==> src/rtl/pipelined_bypass_subtractor_pkg.sv <==
// Shared definitions for the pipelined carry-bypass subtractor: segment width,
// per-stage control payload and the stage slice width helper.
package pipelined_bypass_subtractor_pkg;

  localparam int SEG_W_DEF = 4;

  // Control half of a stage payload; the operand and diff slices are sized by
  // the instantiating module because they depend on WIDTH.
  typedef struct packed {
    logic vld;
    logic carry;
    logic a_msb;
    logic b_msb;
  } stage_ctl_t;

  function automatic int slice_w(input int width, input int stages);
    return width / stages;
  endfunction

endpackage

==> src/rtl/pipelined_bypass_subtractor_segment.sv <==
// One carry-bypass segment: ripple full adders on a and ~b, with the carry-in
// forwarded straight to the carry-out when every bit position propagates.
module bypass_sub_segment #(
  parameter int SEG_W = 4
) (
  input  logic [SEG_W-1:0] a,
  input  logic [SEG_W-1:0] nb,
  input  logic             cin,
  output logic [SEG_W-1:0] sum,
  output logic             cout
);

  logic p_seg;
  logic ripple_co;

  always_comb begin
    logic cy;
    cy  = cin;
    sum = '0;
    for (int i = 0; i < SEG_W; i++) begin
      sum[i] = a[i] ^ nb[i] ^ cy;
      cy     = (a[i] & nb[i]) | (cy & (a[i] ^ nb[i]));
    end
    ripple_co = cy;
  end

  assign p_seg = &(a ^ nb);
  assign cout  = p_seg ? cin : ripple_co;

endmodule

==> src/rtl/pipelined_bypass_subtractor.sv <==
// Pipelined carry-bypass subtractor: diff = a - b - bin computed as a + ~b + ~bin,
// one WIDTH/STAGES slice per register stage, with a global valid/ready stall.
module pipelined_bypass_subtractor
  import pipelined_bypass_subtractor_pkg::*;
#(
  parameter int WIDTH  = 32,
  parameter int STAGES = 4,
  parameter int SEG_W  = SEG_W_DEF
) (
  input  logic             clk,
  input  logic             rst_n,
  input  logic             in_valid,
  output logic             in_ready,
  input  logic [WIDTH-1:0] a,
  input  logic [WIDTH-1:0] b,
  input  logic             bin,
  output logic             out_valid,
  input  logic             out_ready,
  output logic [WIDTH-1:0] diff,
  output logic             bout,
  output logic             overflow
);

  localparam int SW   = slice_w(WIDTH, STAGES);
  localparam int NSEG = SW / SEG_W;
  localparam int NREG = (STAGES > 1) ? STAGES - 1 : 1;
  localparam int LAST = STAGES - 1;

  logic advance;

  stage_ctl_t       ctl_p  [NREG];
  logic [WIDTH-1:0] a_p    [NREG];
  logic [WIDTH-1:0] nb_p   [NREG];
  logic [WIDTH-1:0] diff_p [NREG];

  logic             vld_in  [STAGES];
  logic             c_in    [STAGES];
  logic             am_in   [STAGES];
  logic             bm_in   [STAGES];
  logic [WIDTH-1:0] a_in    [STAGES];
  logic [WIDTH-1:0] nb_in   [STAGES];
  logic [WIDTH-1:0] diff_in [STAGES];
  logic [WIDTH-1:0] diff_nx [STAGES];
  logic             c_nx    [STAGES];

  assign advance  = !out_valid || out_ready;
  assign in_ready = advance;

  for (genvar k = 0; k < STAGES; k++) begin : g_stage
    if (k == 0) begin : g_head
      assign vld_in[k]  = in_valid;
      assign a_in[k]    = a;
      assign nb_in[k]   = ~b;
      assign diff_in[k] = '0;
      assign c_in[k]    = ~bin;
      assign am_in[k]   = a[WIDTH-1];
      assign bm_in[k]   = b[WIDTH-1];
    end else begin : g_body
      assign vld_in[k]  = ctl_p[k-1].vld;
      assign a_in[k]    = a_p[k-1];
      assign nb_in[k]   = nb_p[k-1];
      assign diff_in[k] = diff_p[k-1];
      assign c_in[k]    = ctl_p[k-1].carry;
      assign am_in[k]   = ctl_p[k-1].a_msb;
      assign bm_in[k]   = ctl_p[k-1].b_msb;
    end

    logic [SW-1:0] sum_s;

    for (genvar s = 0; s < NSEG; s++) begin : g_seg
      logic ci;
      logic co;
      if (s == 0) begin : g_cin0
        assign ci = c_in[k];
      end else begin : g_cinn
        assign ci = g_seg[s-1].co;
      end
      bypass_sub_segment #(.SEG_W(SEG_W)) u_seg (
        .a    (a_in[k][k*SW + s*SEG_W +: SEG_W]),
        .nb   (nb_in[k][k*SW + s*SEG_W +: SEG_W]),
        .cin  (ci),
        .sum  (sum_s[s*SEG_W +: SEG_W]),
        .cout (co)
      );
    end

    // Unresolved diff bits stay zero, so OR-ing in this slice's sum is exact.
    assign diff_nx[k] = diff_in[k] | (WIDTH'(sum_s) << (k*SW));
    assign c_nx[k]    = g_seg[NSEG-1].co;
  end

  // Stage registers: control plus the final-stage outputs, which must reset.
  always_ff @(posedge clk or negedge rst_n) begin
    if (!rst_n) begin
      for (int k = 0; k < NREG; k++) begin
        ctl_p[k] <= '0;
      end
      out_valid <= 1'b0;
      diff      <= '0;
      bout      <= 1'b0;
      overflow  <= 1'b0;
    end else if (advance) begin
      for (int k = 0; k < STAGES - 1; k++) begin
        ctl_p[k] <= '{vld: vld_in[k], carry: c_nx[k], a_msb: am_in[k], b_msb: bm_in[k]};
      end
      out_valid <= vld_in[LAST];
      diff      <= diff_nx[LAST];
      bout      <= ~c_nx[LAST];
      overflow  <= (am_in[LAST] != bm_in[LAST]) && (diff_nx[LAST][WIDTH-1] != am_in[LAST]);
    end
  end

  // Stage registers: intermediate operand skew and partial diff, qualified by vld.
  always_ff @(posedge clk) begin
    if (advance) begin
      for (int k = 0; k < STAGES - 1; k++) begin
        a_p[k]    <= a_in[k];
        nb_p[k]   <= nb_in[k];
        diff_p[k] <= diff_nx[k];
      end
    end
  end

endmodule

==> config.mk <==
export PLATFORM = sky130hd
export DESIGN_NAME = pipelined_bypass_subtractor
export DESIGN_NICKNAME = d
export VERILOG_FILES = /design/src/rtl/pipelined_bypass_subtractor_pkg.sv /design/src/rtl/pipelined_bypass_subtractor_segment.sv /design/src/rtl/pipelined_bypass_subtractor.sv
export SDC_FILE = /design/constraint.sdc
export NUM_CORES = 1
export LEC_CHECK = 0
export ABC_AREA = 1
export CELL_PAD_IN_SITES_DETAIL_PLACEMENT = 1
export CELL_PAD_IN_SITES_GLOBAL_PLACEMENT = 1
export CORE_AREA = 2 2 134 136
export DETAILED_ROUTE_END_ITERATION = 16
export DIE_AREA = 0 0 136 138
export PLACE_DENSITY = 0.78
export SLEW_MARGIN = 20
export SYNTH_ARGS = -nofsm -noshare
export SYNTH_HDL_FRONTEND = slang
export SYNTH_HIERARCHICAL = 1
export SYNTH_SLANG_ARGS = --single-unit
==> constraint.sdc <==
create_clock -name clk -period 9.1 [get_ports clk]
set_input_delay 1.82 -clock clk [delete_from_list [all_inputs] [get_ports clk]]
set_output_delay 1.82 -clock clk [all_outputs]
set_load 0.1 [all_outputs]
==> results of run 1 <==
-- registers in the layout, indices dropped and copies added, names as in the netlist, 3 cells and up --
register	count
a_p	48
am_in	3
g_stage.g_seg.ci	3
ctl_p	3
nb_p	48
diff	32
diff_p	48
bm_in	3
-- logic make-up (layout without fill, tap and decap cells) --
family	after synthesis	after routing	synth area share
adder cells (fa/ha/maj)	64	64	0.133
AO/OA/AOI/OAI	14	14	0.00898
buffers and inverters	129	257	0.0701
flip-flops	191	191	0.705
AND/OR/NAND/NOR	171	171	0.0829
-- placed cells by master (no fill, tap or decap), types with 2 or more instances in the layout --
master / netlist / layout
sky130_fd_sc_hd__edfxtp_1: 144 / 144
sky130_fd_sc_hd__o21ai_0: 6 / 6
sky130_fd_sc_hd__ha_1: 32 / 32
sky130_fd_sc_hd__clkbuf_16: 0 / 17
sky130_fd_sc_hd__bufinv_16: 0 / 3
sky130_fd_sc_hd__clkinv_2: 0 / 4
sky130_fd_sc_hd__clkinv_4: 0 / 2
sky130_fd_sc_hd__nand2_1: 160 / 160
sky130_fd_sc_hd__nor2_1: 8 / 8
sky130_fd_sc_hd__o21ai_1: 8 / 8
sky130_fd_sc_hd__clkinvlp_4: 0 / 4
sky130_fd_sc_hd__buf_4: 1 / 2
sky130_fd_sc_hd__nand3_1: 2 / 2
sky130_fd_sc_hd__dfrtp_1: 47 / 47
sky130_fd_sc_hd__inv_6: 0 / 2
sky130_fd_sc_hd__inv_1: 118 / 118
sky130_fd_sc_hd__clkdlybuf4s50_1: 0 / 103
sky130_fd_sc_hd__fa_1: 32 / 32
-- final timing paths --
kind | from | endpoint | slack [ps] | depth (start not counted)
worst max-delay path | out_ready | in_ready | 2660 | 5
worst min-delay path | a_p[0][26] | a_p[0][58] | 410 | 0
worst max register to register | a_p[0][88] | overflow | 5090 | 23
worst min register to register | a_p[0][26] | a_p[0][58] | 410 | 0
max in group asynchronous | rst_n | diff[7] | 7260 | 1
min in group asynchronous | rst_n | bout | 1410 | 1
-- layer usage --
metal  global-route usage  share of wire  wire, microns
met5                    0              0              0
met4               0.0554          0.016            227
met3               0.0315          0.025            360
met2                0.309           0.58           8260
met1                0.181           0.38           5410
-- through the flow --
stage               power [mW]  setup WS (ps)
floorplan                 2.48           3280
global placement          2.79           2720
detailed placement        2.88           2640
CTS                       3.64           2640
global route              3.80           2500
finish                    3.59           2660
-- power by group through the flow --
stage / registers, mW / clock network (mW) / logic (mW)
6_report: 1.50 / 0.737 / 1.35
5_1_grt: 1.54 / 0.787 / 1.48
4_1_cts: 1.51 / 0.755 / 1.38
3_5_place_dp: 1.52 / 0 / 1.36
3_3_place_gp: 1.49 / 0 / 1.30
2_1_floorplan: 2.04 / 0 / 0.432
-- critical path, stage by stage --
cell,delay (ps)
sky130_fd_sc_hd__clkdlybuf4s50_1,510
sky130_fd_sc_hd__nor2_4,50
sky130_fd_sc_hd__buf_4,280
sky130_fd_sc_hd__inv_6,610
sky130_fd_sc_hd__clkdlybuf4s50_1,1270
-- layout make-up --
cell class              count  share of cell area
flip-flops and latches    191               0.570
multi-input cells         249               0.183
repair buffers            106               0.110
inverters                 119              0.0468
clock buffers              17              0.0441
well taps                 229              0.0297
clock inverters            15              0.0176
==> run metrics, run 1 <==
cell leakage power=4.31 nW; clock sink count=~190; portion of the clock cycle consumed by the worst path in the final layout=0.707; critical path class=in -> out; post-layout utilization of the core=0.551; global-route congestion overflow total=0; share of synthesized registers carrying an async set or reset=0.246; post-route cell area=just under 0.01 sq mm; NetSw=1.48 mW; count of placed standard cells including taps=894; total number of nets in the final design=817; cts hold-fix bufs=0; predominant post-synthesis flop cell=sky130_fd_sc_hd__edfxtp_1; top post-synthesis cells by count=sky130_fd_sc_hd__nand2_1, sky130_fd_sc_hd__edfxtp_1, sky130_fd_sc_hd__inv_1, sky130_fd_sc_hd__dfrtp_1; Yosys top cell area share=0.554; latest clock arrival within the worst-skew pair=420 ps; number of maximum-capacitance constraint violations=0; Area growth syn-to-layout=23.7%; syn nets=702; average wire length per cell after detail routing=approximately 15 microns; remaining antenna violation count=0; vias per inst=between 4 and 5; skew final=5.36 ps; wire length of the first global-routing pass=23,400 microns; PwrDens=372 mW/mm^2; routability cong.=0.783; area taken by flip-flops and latches=roughly 0.0055 sq mm; setup_tns=0 ps; sequential element share of the synthesized area=0.705; count of cells resized by post-cts repair=0; #FFs+latches synth=roughly 190; cell types with the largest area share after synthesis=sky130_fd_sc_hd__edfxtp_1, sky130_fd_sc_hd__dfrtp_1, sky130_fd_sc_hd__fa_1, sky130_fd_sc_hd__nand2_1, sky130_fd_sc_hd__inv_1; count of final max-slew check failures=0; worst slack on hold paths=414 ps; fraction of final layout cells with drive strength greater than 1=0.0516; full die area=0.0188 sq mm; Final Setup Violations=0; Worst-path clk slew=roughly 70 ps; Final Hold Violating Endpoints=0; area used by multi-input combinational logic=0.00176 sq mm; Starting Density=0.445; via count=between 4,000 and 5,000; number of antenna violations at the first check in global routing=0; via count of the first global-routing pass=4,680; Initial DRT Pass Iterations=4; Remaining DRCs=0; average footprint of a synthesized cell=13.7 sq um; pin count of the biggest net entering global routing=102; clock power share=0.205; site row count=about 50; largest fanout of any net on the critical path=92; cells after synthesis=569; fmax=155 MHz; overall routing resource usage=0.163; area after detailed placement=0.00905 sq mm; register share of total power=0.418; horizontal die dimension=approximately 140 microns; number of I/O port buffers=104; count of routing violations after the opening detailed-route iteration=231; Netlist Area Pre-Place=between 0.007 and 0.008 sq mm; antenna diode count=0; worst vdd rail ir drop=0.213 mV; Clk Tree Root Cell=sky130_fd_sc_hd__clkbuf_16; worst-case headroom to the max-slew limit=0.327; required time of the critical path=7280 ps; H-tree levels=4; number of distinct library cells after synthesis=17; TritonCTS clock tree=done; Sw Ratio=0.411; die span in y=about 140 microns; post-detail-place hpwl=10,000 microns; type of element capturing the critical path=output port; number of CTS-inserted buffers=17; data arrival at the endpoint of the critical path=4620 ps; clock tree buffer depth=2; number of filler cells placed in the layout=about 1,800; final period demand of the worst path=6440 ps; most used standard cell by instance count after synthesis=sky130_fd_sc_hd__nand2_1; post-synthesis cell type with the largest combined area=sky130_fd_sc_hd__edfxtp_1; Final Routed Wirelength=14,300 microns; proportion of power drawn by combinational gates=0.377; worst-margin pin slew=1010 ps; Worst setup SP type=input pin; fin cells=926; Post-CTS Setup Inserts=0; Internal Dissipation=between 2 and 2.5 mW; number of enable-type register cells in the synthesized netlist=approximately 140; unrepaired setup endpoints after global routing=false; Yosys warning count=6; type of the worst min-delay path=reg -> reg; result of the run=finished clean; IO Pins=105; core footprint=0.0175 sq mm
Power figures use the tool's default switching activity.
==> inputs of run 2 (changes only) <==
--- a/config.mk
+++ b/config.mk
@@ -8,10 +8,10 @@
 export ABC_AREA = 1
 export CELL_PAD_IN_SITES_DETAIL_PLACEMENT = 1
 export CELL_PAD_IN_SITES_GLOBAL_PLACEMENT = 1
-export CORE_AREA = 2 2 134 136
+export CORE_AREA = 2 2 141 143
 export DETAILED_ROUTE_END_ITERATION = 16
-export DIE_AREA = 0 0 136 138
-export PLACE_DENSITY = 0.78
+export DIE_AREA = 0 0 143 145
+export PLACE_DENSITY = 0.74
 export SLEW_MARGIN = 20
 export SYNTH_ARGS = -nofsm -noshare
 export SYNTH_HDL_FRONTEND = slang
==> constraint.sdc (replaced) <==
create_clock -name clk -period 5.55 [get_ports clk]
set_input_delay 1.11 -clock clk [delete_from_list [all_inputs] [get_ports clk]]
set_output_delay 1.11 -clock clk [all_outputs]
set_load 0.1 [all_outputs]
==> run 2 against run 1 <==
- sequential share of layout area down 0.19 points
- total power increased by 62%
- combinational power up 63%
- via count increased by 1.1%
- clock power rose by 61%
==> run metrics, run 2 (synthesized netlist as in run 1, its figures left out) <==
horizontal die dimension=143 microns (+5.1%); detailed-routing wirelength on met1=5420 microns (+0.13%); core footprint=0.0192 sq mm (+9.5%); skew final=12.8 ps (+7.48 ps); biggest regs=a_p: 48 flops, diff_p: 48 flops, nb_p: 48 flops; antenna diode count=0 (unchanged); average wire length per cell after detail routing=14.3 microns (-7.2%); number of CTS-inserted buffers=17 (unchanged); vias per inst=4.32 (-2.9%); clock sink count=191 (unchanged); Final Hold Violating Endpoints=0 (unchanged); post-route setup slack=1160 ps (-1500 ps); CP max stage delay=460 ps (-810 ps); number of filler cells placed in the layout=1,919 (+8.3%); latest clock arrival within the worst-skew pair=430 ps (about the same); cell depth of the worst flop-to-flop path=23 (unchanged); number of I/O port buffers=104 (unchanged); fmax=228 MHz; cts hold-fix bufs=0 (unchanged); chain of cells forming the critical path=clkdlybuf4s50_1, inv_1, fa_1, inv_1, fa_1, inv_1, fa_1, inv_1, fa_1, inv_1, o21ai_1, nand2_1, fa_1, inv_1, fa_1, inv_1, fa_1, inv_1, fa_1, inv_1, o21ai_1, nand2_1, nand2_1, nand2_1; portion of the clock cycle consumed by the worst path in the final layout=0.791; overall routing resource usage=0.143 (-0.0201); CP top delay family=adder cells; pin count of the biggest net entering global routing=72 (-29%); cell leakage power=4.31 nW (about the same); final period demand of the worst path=between 4000 and 5000 ps; die span in y=145 microns (+5.1%); Internal Dissipation=3.41 mW (+61%); result of the run=finished clean; worst vdd rail ir drop=0.253 mV (+19%); Crit path buffers/inverters=10 (+6); clock tree buffer depth=2 (unchanged); full die area=0.0207 sq mm (+10%); Final Routed Wirelength=13,800 microns (-3.4%); Remaining DRCs=0 (unchanged); Worst setup SP type=input pin; Hold Path Stages=0 (unchanged); Post-CTS Setup Inserts=0 (unchanged); unrepaired setup endpoints after global routing=false; worst-margin pin slew=999 ps (-6.92 ps); worst-case headroom to the max-slew limit=0.332 (+0.00463); count of cells resized by post-cts repair=0 (unchanged); post-layout utilization of the core=0.504 (-0.0463); post-detail-place hpwl=9570 microns (-4.8%); critical path class=in -> reg; remaining antenna violation count=0 (unchanged); global-route congestion overflow total=0 (unchanged); number of antenna violations at the first check in global routing=0 (unchanged); count of final max-slew check failures=0 (unchanged); amount of wire on met3 after detailed routing=364 microns (+1.1%); most common cell after layout, fill and taps aside=sky130_fd_sc_hd__nand2_1; Sw Ratio=0.415 (+0.00307); total stage count of the critical path=24 (+19); Clk Tree Root Cell=sky130_fd_sc_hd__clkbuf_16; Initial DRT Pass Iterations=4 (unchanged); IO Pins=105 (unchanged); highest metal layer with signal wires=met4; top library cells by usage in the layout, fill and taps aside=sky130_fd_sc_hd__nand2_1, sky130_fd_sc_hd__edfxtp_1, sky130_fd_sc_hd__inv_1, sky130_fd_sc_hd__clkdlybuf4s50_1, sky130_fd_sc_hd__dfrtp_1; number of maximum-capacitance constraint violations=0 (unchanged); proportion of power drawn by combinational gates=0.378 (about the same); Starting Density=0.406 (-0.0388); post-route cell area=0.00969 sq mm (+0.34%); required time of the critical path=5860 ps (-1420 ps); count of routing violations after the opening detailed-route iteration=215 (-6.9%); Met2 Wirelength=7710 microns (-6.7%); Area growth syn-to-layout=24.1%; H-tree levels=4 (unchanged); via count=4,163 (+1.1%); overall power after layout=5.82 mW (+62%); site row count=51 (+4.1%); slowest library cell on the worst path=sky130_fd_sc_hd__clkdlybuf4s50_1; type of element capturing the critical path=register; Worst-path clk slew=70 ps (about the same); largest fanout of any net on the critical path=2 (-98%); area after detailed placement=0.00911 sq mm (+0.64%); cell seen most often among critical-path stages=sky130_fd_sc_hd__inv_1; register share of total power=0.418 (about the same); clock power share=0.204 (about the same); setup slack after placement=698 ps (-1940 ps); total number of nets in the final design=819 (+0.24%); setup_tns=0 ps (unchanged); data arrival at the endpoint of the critical path=4700 ps (+80 ps); Final Setup Violations=0 (unchanged); fraction of final layout cells with drive strength greater than 1=0.0544 (+0.00271); PwrDens=601 mW/mm^2 (+62%); TritonCTS clock tree=done; NetSw=2.41 mW (+63%); via count of the first global-routing pass=4,726 (+0.98%); routability cong.=0.796 (+1.7%); type of the worst min-delay path=reg -> reg; wire length of the first global-routing pass=22,800 microns (-2.5%)
-- run 2: cell types whose count changed in the layout (fill, tap and decap cells not counted) --
cell	previous run	this run
sky130_fd_sc_hd__clkinvlp_4	4	2
sky130_fd_sc_hd__buf_4	2	5
sky130_fd_sc_hd__clkinv_4	2	3
sky130_fd_sc_hd__clkbuf_8	0	3
sky130_fd_sc_hd__clkinv_2	4	1
sky130_fd_sc_hd__bufinv_16	3	1
sky130_fd_sc_hd__clkdlybuf4s50_1	103	102
sky130_fd_sc_hd__clkbuf_1	0	1
sky130_fd_sc_hd__inv_6	2	4
sky130_fd_sc_hd__buf_2	0	1
sky130_fd_sc_hd__buf_6	1	0
-- run 2: final timing paths --
kind | from | endpoint | slack, ps
worst min register to register | nb_p[0][20] | nb_p[0][52] | 410
worst max-delay path | b[0] | g_stage[1].g_seg[0].ci | 1160
worst min-delay path | nb_p[0][20] | nb_p[0][52] | 410
min in group asynchronous | rst_n | diff[17] | 800
max in group asynchronous | rst_n | diff[3] | 4300
worst max register to register | a_p[0][88] | overflow | 1530
-- run 2: layout make-up --
| class | instances | area [sq um] | area share |
|---|---|---|---|
| Sequential cell | 191 | 5500 | 0.568 |
| Multi-Input combinational cell | 249 | 1760 | 0.182 |
| Timing Repair Buffer | 108 | 1060 | 0.110 |
| Clock buffer | 21 | 470 | 0.0486 |
| Inverter | 119 | 452 | 0.0466 |
| Tap cell | 265 | 332 | 0.0342 |
| Clock inverter | 11 | 106 | 0.0110 |
-- run 2: metal layers --
metal | global-route usage | vias to the layer above
li1 | - | 1994
met1 | 0.159 | 2079
met2 | 0.267 | 70
met3 | 0.0228 | 20
met4 | 0.0629 | 0
met5 | 0 | -
-- run 2: per-stage QoR --
step | hold WS, ps | std cells
floorplan | 400 | 569
global placement | 401 | 932
detailed placement | 406 | 932
CTS | 416 | 964
global route | 426 | 964
finish | 408 | 964
-- run 2: power groups by stage --
stage	Sequential [mW]	Clock [mW]	Combinational, mW
floorplan	3.35	0	0.708
global placement	2.43	0	2.14
detailed placement	2.48	0	2.23
CTS	2.45	1.22	2.24
global route	2.50	1.27	2.40
finish	2.43	1.19	2.20
